[src/rtl/logic_unit_pipe.sv]
// Registered bitwise logic stage with valid/ready handshake, chain accumulator
// and accepted-transaction counter. Optional flag outputs: LOGIC_UNIT_FLAGS_EN.
module logic_unit_pipe #(
  parameter int WIDTH = 8,
  parameter int CNT_W = 8
) (
  input  logic             clk,
  input  logic             rst_n,
  input  logic             in_valid,
  output logic             in_ready,
  input  logic [WIDTH-1:0] in_a,
  input  logic [WIDTH-1:0] in_b,
  input  logic [2:0]       op,
  input  logic             chain,
  input  logic             clear,
  output logic             out_valid,
  input  logic             out_ready,
  output logic [WIDTH-1:0] out_y,
  output logic [CNT_W-1:0] op_count
`ifdef LOGIC_UNIT_FLAGS_EN
  ,
  output logic             flag_zero,
  output logic             flag_ones
`endif
);

  typedef enum logic {EMPTY, FULL} state_t;

  state_t           state_q, state_d;
  logic             accept;
  logic [WIDTH-1:0] a_p0;
  logic [WIDTH-1:0] res_p0;
  logic [WIDTH-1:0] res_p1;
  logic [WIDTH-1:0] acc_p1;
  logic [CNT_W-1:0] cnt_p1;

  function automatic logic [WIDTH-1:0] logic_op(input logic [2:0] sel,
                                                input logic [WIDTH-1:0] a,
                                                input logic [WIDTH-1:0] b);
    logic [WIDTH-1:0] r;
    case (sel)
      3'd0:    r = a & b;
      3'd1:    r = a | b;
      3'd2:    r = ~(a & b);
      3'd3:    r = ~(a | b);
      3'd4:    r = a ^ b;
      3'd5:    r = ~(a ^ b);
      3'd6:    r = ~a;
      default: r = a;
    endcase
    return r;
  endfunction

  assign out_valid = (state_q == FULL);
  assign in_ready  = !out_valid || out_ready;
  assign accept    = in_valid && in_ready;

  // Stage p0: operand select; a clear in the same cycle zeroes the chained operand
  assign a_p0   = chain ? (clear ? '0 : acc_p1) : in_a;
  assign res_p0 = logic_op(op, a_p0, in_b);

  always_comb begin
    state_d = state_q;
    case (state_q)
      EMPTY:   if (accept) state_d = FULL;
      FULL:    if (!accept && out_ready) state_d = EMPTY;
      default: state_d = EMPTY;
    endcase
  end

  always_ff @(posedge clk or negedge rst_n) begin
    if (!rst_n) state_q <= EMPTY;
    else        state_q <= state_d;
  end

  // Stage p1: result, accumulator and counter registers
  always_ff @(posedge clk or negedge rst_n) begin
    if (!rst_n) begin
      res_p1 <= '0;
      acc_p1 <= '0;
      cnt_p1 <= '0;
    end else if (accept) begin
      res_p1 <= res_p0;
      acc_p1 <= res_p0;
      cnt_p1 <= clear ? CNT_W'(1) : cnt_p1 + CNT_W'(1);
    end else if (clear) begin
      acc_p1 <= '0;
      cnt_p1 <= '0;
    end
  end

  assign out_y    = res_p1;
  assign op_count = cnt_p1;

`ifdef LOGIC_UNIT_FLAGS_EN
  logic zero_p1, ones_p1;

  always_ff @(posedge clk or negedge rst_n) begin
    if (!rst_n) begin
      zero_p1 <= 1'b0;
      ones_p1 <= 1'b0;
    end else if (accept) begin
      zero_p1 <= (res_p0 == '0);
      ones_p1 <= (res_p0 == '1);
    end
  end

  assign flag_zero = zero_p1;
  assign flag_ones = ones_p1;
`endif

endmodule

[config.mk]
export PLATFORM = sky130hd
export DESIGN_NAME = logic_unit_pipe
export DESIGN_NICKNAME = d
export VERILOG_FILES = /design/src/rtl/logic_unit_pipe.sv
export SDC_FILE = /design/constraint.sdc
export NUM_CORES = 1
export LEC_CHECK = 0
export BUFFER_PORTS_ARGS = -buffer_cell sky130_fd_sc_hd__buf_4
export CORE_ASPECT_RATIO = 1.25
export CORE_MARGIN = 5
export CORE_UTILIZATION = 35
export DETAILED_ROUTE_END_ITERATION = 8
export PLACE_DENSITY_LB_ADDON = 0.12
export REMOVE_ABC_BUFFERS = 1
export SLEW_MARGIN = 20
export SYNTH_ARGS = -nofsm -noshare
export SYNTH_HDL_FRONTEND = slang
export SYNTH_SLANG_ARGS = --single-unit
[constraint.sdc]
create_clock -name clk -period 2.7 [get_ports clk]
set_input_delay 0.135 -clock clk [delete_from_list [all_inputs] [get_ports clk]]
set_output_delay 0.135 -clock clk [all_outputs]
set_load 0.02 [all_outputs]
==> out/metrics.yaml <==
status:
  status: "finished, final reports clean"
worst_hold_path:
  hold_class: "in2reg"
critical_path:
  arrival_ns: 2.01
  worstSetupPathType: "reg2reg"
  cp.required_ns: 2.90
  path_max_fanout: 3
  worstSetupEndpointType: "flip-flop"
  cp-start-kind: "flip-flop"
sta:
  tightest_slew_ns: 0.4504
  skew_ns: 0.007640
  rsz0062_at_grt: "no"
  min_period_over_period_pct: 67.17
  period_needed_ns: 1.814
  hold_viol: 0
  worst_slew_margin_rel_pct: 69.97
  drv_slew: 0
  finalSetupViolCount: 0
  fmax_ghz: 0.5514
  timing.hold.ws_ns: 0.1829
  setup_tns_ns: 0
placement:
  dp_cells: 315
  dpl.hpwl_um: 3726
  gp_congestion: 0.8357
  dpl-instance-area_mm2: 0.002352
  port_buffers: 42
grt:
  grt-busiest-layer: "met2"
  first_global_vias: 1984
  antenna_found_initial: 0
  grtUsageMet2_pct: 27.18
  use_met1_pct: 17.70
  met3_usage_pct: 1.670
  gr-total-overflow: 0
  grt_usage_pct: 14.73
  grt_max_degree: 33
  grt_pass1_wl_um: 9059
run:
  maxCapViolCount: 0
pwr:
  sw_frac_of_total_pct: 33.75
  p_int_uw: 693.0
  worst_ir_drop_vdd_mv: 0.1922
  p_leak_nw: 1.071
  combPwrFrac_pct: 35.5
  clockPowerShare_pct: 21.7
  p_switching_uw: 353.1
  seqPwrFrac_pct: 42.8
  powerDensity_mw_per_mm2: 434.5
floorplan:
  dieArea_mm2: 0.007653
  core_area_mm2: 0.005818
  start_util_pct: 36.06
  ios: 43
  die_w_um: 79.26
  die_h_um: 96.57
  num_rows: 31
yosys:
  synth_edf_count: 0
  synth_top_area_share_pct: 29.82
  netlist_area_mm2: 0.002098
  ys_top_cells_by_area: "dfrtp_1, ha_1, o22ai_1"
  synth.distinct_cells: 41
  synth_seq_cells: 25
  synth-main-ff-cell: "dfrtp_1"
  synth-seq-area-share_pct: 29.82
  synthCells: 219
  synth_area_leader_cell: "dfrtp_1"
  yosys_warnings: 0
  avgSynthCellArea_um2: 9.581
  synthArstFlopShare_pct: 100.0
cts:
  htreeDepth: 1
  cts_setup_buffers: 0
  clkTransAtPathRegs_ns: 0.09
  cts_tree: "yes"
  cts_resized: 0
  cts_sinks: 25
  cts_made_buffers: 3
  cts_max_path_buffers: 2
  ctsRootBufferMaster: "clkbuf_8"
  insertion_delay_ns: 0.27
routing:
  wl_per_cell_um: 16.98
  vias: 1840
  viasPerCell: 5.750
  drc: 0
  firstDrtPassIters: 4
  antenna_left: 0
  drtIter0Drc: 48
  wirelength_um: 5435
cells_and_area:
  diodes: 0
  fin_area_mm2: 0.002407
  final_common_cell: "buf_4"
  stdcell_count: 320
  final_cell_mix: "buf_4, dfrtp_1, a21oi_1"
  final_nets: 289
  drive_above_1_share_pct: 23.62
  fin_util_pct: 41.38
  area_growth_syn_to_layout_pct: 14.73
## cell usage after synthesis, types with 2 or more instances
cell,count
a311o_1,4
nor3b_1,4
a221o_1,4
dfrtp_1,25
xor2_1,11
o2111a_1,4
o2111ai_1,4
o22ai_1,16
clkbuf_8,7
nor2_1,11
and2b_2,2
a211oi_2,4
xnor2_1,2
nand2_1,13
or4bb_1,4
and4_1,5
nand4_1,4
a21oi_1,17
buf_6,4
nand2b_1,9
nor2b_1,8
nand3b_1,8
inv_1,2
nand3_1,10
and3_1,5
mux2i_1,9
ha_1,9
## stage by stage
stage,power (mW),setup WS (ns)
detailed placement,0.8294,0.8164
finish,1.046,0.8865
global placement,0.8300,0.8421
global route,1.113,0.7787
floorplan,0.6662,0.7865
CTS,1.061,0.8759
## power by group through the flow
stage	Sequential [mW]	Clock, mW	Combinational, mW
after detailed placement	0.456	0	0.374
after global placement	0.456	0	0.374
after floorplan	0.485	0	0.181
final	0.447	0.227	0.371
after global routing	0.454	0.246	0.413
after CTS	0.448	0.236	0.377
## cell families (layout without fill, tap and decap cells)
kind of cell / after synthesis / in the layout / synth area share, %
buf+inv: 16 / 51 / 7.930
mux: 10 / 10 / 4.830
flops: 25 / 25 / 29.82
fa+ha+maj: 9 / 9 / 5.367
compound gates: 55 / 55 / 19.50
xor+xnor: 13 / 13 / 5.426
simple gates: 91 / 91 / 27.13
## layout make-up
class,count,area (um^2)
inverters,2,7.507
repair buffers,45,340.3
well taps,66,82.58
fillers,606,3411
clock buffers,4,45.04
multi-input cells,178,1306
flip-flops and latches,25,625.6
## worst max-delay path: stages, from the launching register on
cell and delay [ns]:
dfrtp_1 0.38, nand3b_1 0.12, nand2_1 0.11, ha_1 0.30
or4bb_1 0.47, nand3_1 0.13, a211oi_2 0.06, a21oi_1 0.17
## path summary, 6_finish.rpt
path / end / depth (start not counted) / slack, ns / from
setup / recovery: acc_p1[0] / 7 / 0.89 / acc_p1[0]
hold / removal: out_valid / 2 / 0.18 / in_valid
setup reg to reg: acc_p1[0] / 7 / 0.89 / acc_p1[0]
hold reg to reg: op_count[7] / 2 / 0.57 / op_count[7]
max in group asynchronous: op_count[2] / 2 / 2.14 / rst_n
min in group asynchronous: op_count[3] / 2 / 0.31 / rst_n
## metal layers
layer | vias to the layer above | part of all wire, %
li1 | 904 | -
met1 | 887 | 45
met2 | 45 | 50
met3 | 4 | 3.8
met4 | 0 | 0.88
met5 | - | 0
## state kept, by name, indices dropped and copies added, names as in the netlist
| signal | count |
|---|---|
| acc_p1 | 8 |
| out_valid | 1 |
| op_count | 8 |
| out_y | 8 |
## timing repair
action,in CTS,in global routing
endpoints found under the setup margin,0,0
endpoints found under the hold margin,25,0
hold buffers,1,0
No activity file was read; power rests on OpenSTA's default activity.
